==> src/rtl/fft_frame_scheduler_pkg.sv <==
// Shared types and helpers for the FFT frame scheduler: state encoding, header layout, FIFO word width.
package fft_frame_scheduler_pkg;

    typedef enum logic [2:0] {
        ST_IDLE,
        ST_WARMUP,
        ST_START,
        ST_STREAM,
        ST_FLUSH,
        ST_DROP
    } state_t;

    localparam int          FIFO_W      = 32;
    localparam logic [15:0] SYNC_HI_DEF = 16'hA55A;

    function automatic logic [FIFO_W-1:0] pack_hdr(input logic [15:0] sync_hi,
                                                   input logic [15:0] frame_no);
        return {sync_hi, frame_no};
    endfunction

endpackage

==> src/rtl/fft_frame_scheduler_sat_cnt.sv <==
// Saturating up-counter; value updates the cycle after inc, holds at all-ones.
// No backpressure: inc is sampled every cycle.
module fft_frame_scheduler_sat_cnt #(
    parameter int W = 16
) (
    input  logic         clk,
    input  logic         rst_n,
    input  logic         inc,
    output logic [W-1:0] value
);

    always_ff @(posedge clk or negedge rst_n) begin
        if (!rst_n) begin
            value <= '0;
        end else if (inc && (value != {W{1'b1}})) begin
            value <= value + 1'b1;
        end
    end

endmodule

==> src/rtl/fft_frame_scheduler.sv <==
// Frames FFT output into the output FIFO: header then N_POINTS {re,im} words, whole-frame drop when short of room.
// Output lags accepted samples by one valid sample; FIFO room is checked once per frame, fifo_full only suppresses writes.
module fft_frame_scheduler
    import fft_frame_scheduler_pkg::*;
#(
    parameter int          N_POINTS   = 1024,
    parameter int          LATENCY    = 1025,
    parameter int          FIFO_DEPTH = 4096,
    parameter logic [15:0] SYNC_HI    = SYNC_HI_DEF
) (
    input  logic              CLK,
    input  logic              reset,
    input  logic              arm,
    input  logic              continuous,
    input  logic              fft_valid,
    input  logic [15:0]       data_in_re,
    input  logic [15:0]       data_in_im,
    input  logic              fifo_full,
    input  logic [12:0]       fifo_wr_count,
    output logic [FIFO_W-1:0] fifo_din,
    output logic              fifo_wr_en,
    output logic              busy,
    output logic              frame_done,
    output logic [15:0]       frame_cnt,
    output logic [15:0]       drop_cnt,
    output logic              overflow
);

    localparam int             MAX_CNT  = (N_POINTS > LATENCY) ? N_POINTS : LATENCY;
    localparam int             CW       = $clog2(MAX_CNT) + 1;
    localparam logic [13:0]    DEPTH14  = 14'(FIFO_DEPTH);
    localparam logic [13:0]    NEED14   = 14'(N_POINTS + 1);
    localparam logic [CW-1:0]  LAT_LAST = CW'(LATENCY - 1);
    localparam logic [CW-1:0]  N_LAST   = CW'(N_POINTS - 1);

    state_t            state;
    logic [CW-1:0]     cnt;
    logic [FIFO_W-1:0] hold;
    logic [FIFO_W-1:0] sample;
    logic [13:0]       room;
    logic              fits;
    logic              drop_inc;

    assign sample   = {data_in_re, data_in_im};
    assign room     = DEPTH14 - {1'b0, fifo_wr_count};
    assign fits     = (room >= NEED14);
    assign drop_inc = (state == ST_DROP) && fft_valid && (cnt == N_LAST);

    // cnt doubles as warm-up counter (WARMUP) and in-frame sample counter (START..DROP).
    always_ff @(posedge CLK or negedge reset) begin
        if (!reset) begin
            state      <= ST_IDLE;
            cnt        <= '0;
            hold       <= '0;
            fifo_din   <= '0;
            fifo_wr_en <= 1'b0;
            frame_done <= 1'b0;
            frame_cnt  <= '0;
            overflow   <= 1'b0;
            busy       <= 1'b0;
        end else begin
            fifo_wr_en <= 1'b0;
            frame_done <= 1'b0;
            case (state)
                ST_IDLE: begin
                    if (arm) begin
                        state <= ST_WARMUP;
                        cnt   <= '0;
                        busy  <= 1'b1;
                    end
                end
                ST_WARMUP: begin
                    if (fft_valid) begin
                        if (cnt == LAT_LAST) begin
                            state <= ST_START;
                            cnt   <= '0;
                        end else begin
                            cnt <= cnt + 1'b1;
                        end
                    end
                end
                ST_START: begin
                    if (fft_valid) begin
                        cnt <= CW'(1);
                        if (fits) begin
                            fifo_din   <= pack_hdr(SYNC_HI, frame_cnt);
                            fifo_wr_en <= ~fifo_full;
                            overflow   <= overflow | fifo_full;
                            hold       <= sample;
                            state      <= ST_STREAM;
                        end else begin
                            state <= ST_DROP;
                        end
                    end
                end
                ST_STREAM: begin
                    if (fft_valid) begin
                        fifo_din   <= hold;
                        fifo_wr_en <= ~fifo_full;
                        overflow   <= overflow | fifo_full;
                        hold       <= sample;
                        cnt        <= cnt + 1'b1;
                        if (cnt == N_LAST) begin
                            state <= ST_FLUSH;
                        end
                    end
                end
                ST_FLUSH: begin
                    fifo_din   <= hold;
                    fifo_wr_en <= ~fifo_full;
                    overflow   <= overflow | fifo_full;
                    frame_cnt  <= frame_cnt + 16'd1;
                    frame_done <= 1'b1;
                    state      <= continuous ? ST_START : ST_IDLE;
                    busy       <= continuous;
                end
                ST_DROP: begin
                    if (fft_valid) begin
                        cnt <= cnt + 1'b1;
                        if (cnt == N_LAST) begin
                            frame_done <= 1'b1;
                            state      <= continuous ? ST_START : ST_IDLE;
                            busy       <= continuous;
                        end
                    end
                end
                default: begin
                    state <= ST_IDLE;
                    busy  <= 1'b0;
                end
            endcase
        end
    end

    fft_frame_scheduler_sat_cnt #(
        .W(16)
    ) u_drop_cnt (
        .clk   (CLK),
        .rst_n (reset),
        .inc   (drop_inc),
        .value (drop_cnt)
    );

endmodule

==> config.mk <==
export PLATFORM = sky130hd
export DESIGN_NAME = fft_frame_scheduler
export DESIGN_NICKNAME = d
export VERILOG_FILES = /design/src/rtl/fft_frame_scheduler_pkg.sv /design/src/rtl/fft_frame_scheduler_sat_cnt.sv /design/src/rtl/fft_frame_scheduler.sv
export SDC_FILE = /design/constraint.sdc
export NUM_CORES = 1
export LEC_CHECK = 0
export CAP_MARGIN = 15
export CELL_PAD_IN_SITES_DETAIL_PLACEMENT = 1
export CELL_PAD_IN_SITES_GLOBAL_PLACEMENT = 2
export CORE_ASPECT_RATIO = 0.6
export CORE_MARGIN = 2
export CORE_UTILIZATION = 34
export DETAILED_ROUTE_END_ITERATION = 10
export PLACE_DENSITY_LB_ADDON = 0.1
export SYNTH_ARGS = -nofsm -noshare
export SYNTH_HDL_FRONTEND = slang
export SYNTH_SLANG_ARGS = --single-unit
export TNS_END_PERCENT = 50
==> constraint.sdc <==
create_clock -name CLK -period 3.3 [get_ports CLK]
set_clock_uncertainty 0.1 [all_clocks]
set_input_delay 0.66 -clock CLK [delete_from_list [all_inputs] [get_ports CLK]]
set_output_delay 0.66 -clock CLK [all_outputs]
set_load 0.03 [all_outputs]
==> impl_metrics.csv <==
group,metric,value,unit
logic_synthesis,ys.flop_type,"dfrtp_1",
worst_setup_path,cp_max_fo,32,
logic_synthesis,syn-cell-area,5373,sq um
logic_synthesis,yosys.area.top_type,"dfrtp_1",
worst_setup_path,cp-start-kind,"register",
routing,ant_nets,0,
timing,rsz0062_at_grt,"false",
cts,ctsRootBufferMaster,"clkbuf_16",
worst_setup_path,crit_type,"register to register",
finish,syn_to_final_growth,38.24,%
logic_synthesis,synth_area_leaders,"dfrtp_1, mux2_2, xnor2_1",
cts,cts_tree,"built",
routing,viasPerCell,5.153,
floorplanning,die_area,16860,sq um
floorplanning,start_util,34.85,%
place,port_buffers,118,
routing,drt-total-wl,14.74,mm
timing,fin_setup_tns,0,ps
timing,finalMaxSlewViolations,0,
cts,clockBufferDepth,2,
grt,grt_pass1_wl,24.46,mm
place,hpwlAfterDp,10.41,mm
grt,grt_overflow,0,
cts,clock_latency,420,ps
routing,wl_per_cell,18.33,um
timing,finalCriticalPeriod,2733,ps
place,gp_congestion,0.7919,
worst_setup_path,worst_ep_required_time,3490,ps
floorplanning,coreArea,15410,sq um
worst_setup_path,ff2ff_path_depth,4,
logic_synthesis,async_reset_ff_share,100.0,%
timing,worstMarginPinSlew,1109,ps
grt,grt_pass1_vias,4411,
finish,drive_gt1_share,21.63,%
finish,final_core_util,48.18,%
grt,grt_max_degree,46,
finish,num-nets-final,643,
routing,vias,4143,
routing,drt-pass1-iter-count,4,
cts,h-tree-depth,4,
grt,antenna_found_initial,0,
pwr,total_power,0.003694,W
logic_synthesis,postSynthAreaPerCell,11.78,sq um
logic_synthesis,synthesis.nets,511,
logic_synthesis,synth-seq-area-share,53.56,%
floorplanning,io_pins,119,
grt,grt.total_usage,18.63,%
timing,hold_viol,0,
floorplanning,fp.dieH,101.4,um
worst_setup_path,endpoint_kind,"register",
timing,fin_crit_sh,82.80,%
logic_synthesis,synth_cell_types,51,
flow_run,drv_cap,0,
cts,cts.sinks,115,
timing,max_freq,366.0,MHz
floorplanning,num_rows,35,
worst_setup_path,worstPathArrival,2930,ps
cts,path_clk_slew,60,ps
cts,cts_setup_buffers,0,
floorplanning,die_w,166.3,um
cts,cts_resized,0,
logic_synthesis,ys_ff_latch,115,
hold_path,hold_class,"input port to async pin",
cts,cts_hold_buf,0,
finish,fin_area,7427,sq um
timing,holdWs,157.4,ps
logic_synthesis,synthesis.instances,456,
cts,cts_inserted_buffers,17,
outcome,status,"complete, no violations",
timing,max_slew_margin,25.91,%
place,place_area,6810,sq um
finish,n_antenna_cell,0,
pwr,p_per_area,497.3,nW/um^2
logic_synthesis,synth_warnings,0,
pwr,ir_worst_vdd,282.5,uV
logic_synthesis,netlist.area_leader.share,53.56,%
timing,setup_viol_count_final,0,
pwr,p_leak,3.326,nW
logic_synthesis,synth-edff-count,0,
routing,drt_iter0_drc,222,
routing,drc,0,
-- power by group --
part / switching (W) / internal [W] / total (W) / leakage (nW)
Sequential: 0.0000774 / 0.00145 / 0.00153 / 1.58
Clock: 0.000711 / 0.00121 / 0.00193 / 0.289
Combinational: 0.000122 / 0.000119 / 0.000240 / 1.46
Total: 0.000910 / 0.00278 / 0.00369 / 3.33
-- critical path, stage by stage, from the launching register on --
cell     delay [ps]
dfrtp_1         570
nor2_1          420
nand2_1         200
nor2_4          890
mux2_2          430
-- flip-flops by register name (all words and copies together) (netlist names) --
register / cells
cnt: 12
frame_done: 1
frame_cnt: 16
busy: 1
fifo_din: 32
state: 3
fifo_wr_en: 1
hold: 32
overflow: 1
u_drop_cnt.value: 16
-- cell usage in the layout (no fill, tap or decap), types with 4 or more instances in the layout --
cell type,count
a21oi_1,8
a31oi_1,14
and3_1,9
buf_4,15
clkbuf_16,17
clkdlybuf4s50_1,117
clkinv_4,4
clkinvlp_4,4
dfrtp_1,115
ha_1,4
inv_1,5
mux2_1,8
mux2_2,68
nand2_1,40
nand2b_1,10
nand3_1,20
nand4_1,14
nor2_1,17
nor4_1,8
o211ai_1,9
o21ai_0,16
xnor2_1,21
xor2_1,7
-- through the flow --
step	setup WS (ps)	cells
global route	429.0	804
CTS	630.7	804
detailed placement	268.4	772
finish	567.4	804
global placement	327.6	772
floorplan	1005	456
-- cells in the mapped netlist, types with 4 or more instances --
cell and n:
xnor2_1 21, and3_1 9, inv_1 5, clkbuf_1 7, ha_1 4, o211ai_1 9, nor4_1 8, a21oi_1 8
nand4_1 14, o21ai_0 16, nand3_1 20, a31oi_1 14, xor2_1 7, nand2b_1 10, nor2_1 18, buf_2 8
dfrtp_1 115, mux2_1 8, nand2_1 40, mux2_2 68
-- kinds of logic after synthesis --
family / Yosys count / share of synthesized area (%)
flops: 115 / 53.56
xor+xnor: 28 / 4.565
mux: 77 / 16.12
compound gates: 66 / 8.104
buf+inv: 26 / 2.795
fa+ha+maj: 4 / 0.9316
simple gates: 140 / 13.93
-- routing by layer --
| metal | vias up | part of all wire, % | GRT usage [%] |
|---|---|---|---|
| li1 | 1922 | - | - |
| met1 | 2119 | 52 | 27.19 |
| met2 | 96 | 43 | 27.48 |
| met3 | 6 | 4.8 | 5.197 |
| met4 | 0 | 0.45 | 4.708 |
| met5 | - | 0 | 0 |
-- layout make-up --
cell class                 instances  area [sq um]
inverter                           6         22.52
fill                            1639          7988
sequential                       115          2878
clock inverter                    14         177.7
timing repair buffer             133          1304
multi-input combinational        315          2352
clock buffer                      18         439.2
tap                              203         254.0
-- worst paths after layout --
check / to / slack, ps / start
worst max-delay path: hold[23]$_DFFE_PN0P_ / 570 / state[2]$_DFFE_PN0P_
max in group asynchronous: frame_cnt[13]$_DFFE_PN0P_ / 2090 / reset
worst min register to register: hold[11]$_DFFE_PN0P_ / 380 / hold[11]$_DFFE_PN0P_
min in group CLK: hold[11]$_DFFE_PN0P_ / 380 / hold[11]$_DFFE_PN0P_
worst min-delay path: fifo_din[24]$_DFFE_PN0P_ / 160 / reset
worst max register to register: hold[23]$_DFFE_PN0P_ / 570 / state[2]$_DFFE_PN0P_
No activity file was read; power rests on OpenSTA's default activity.
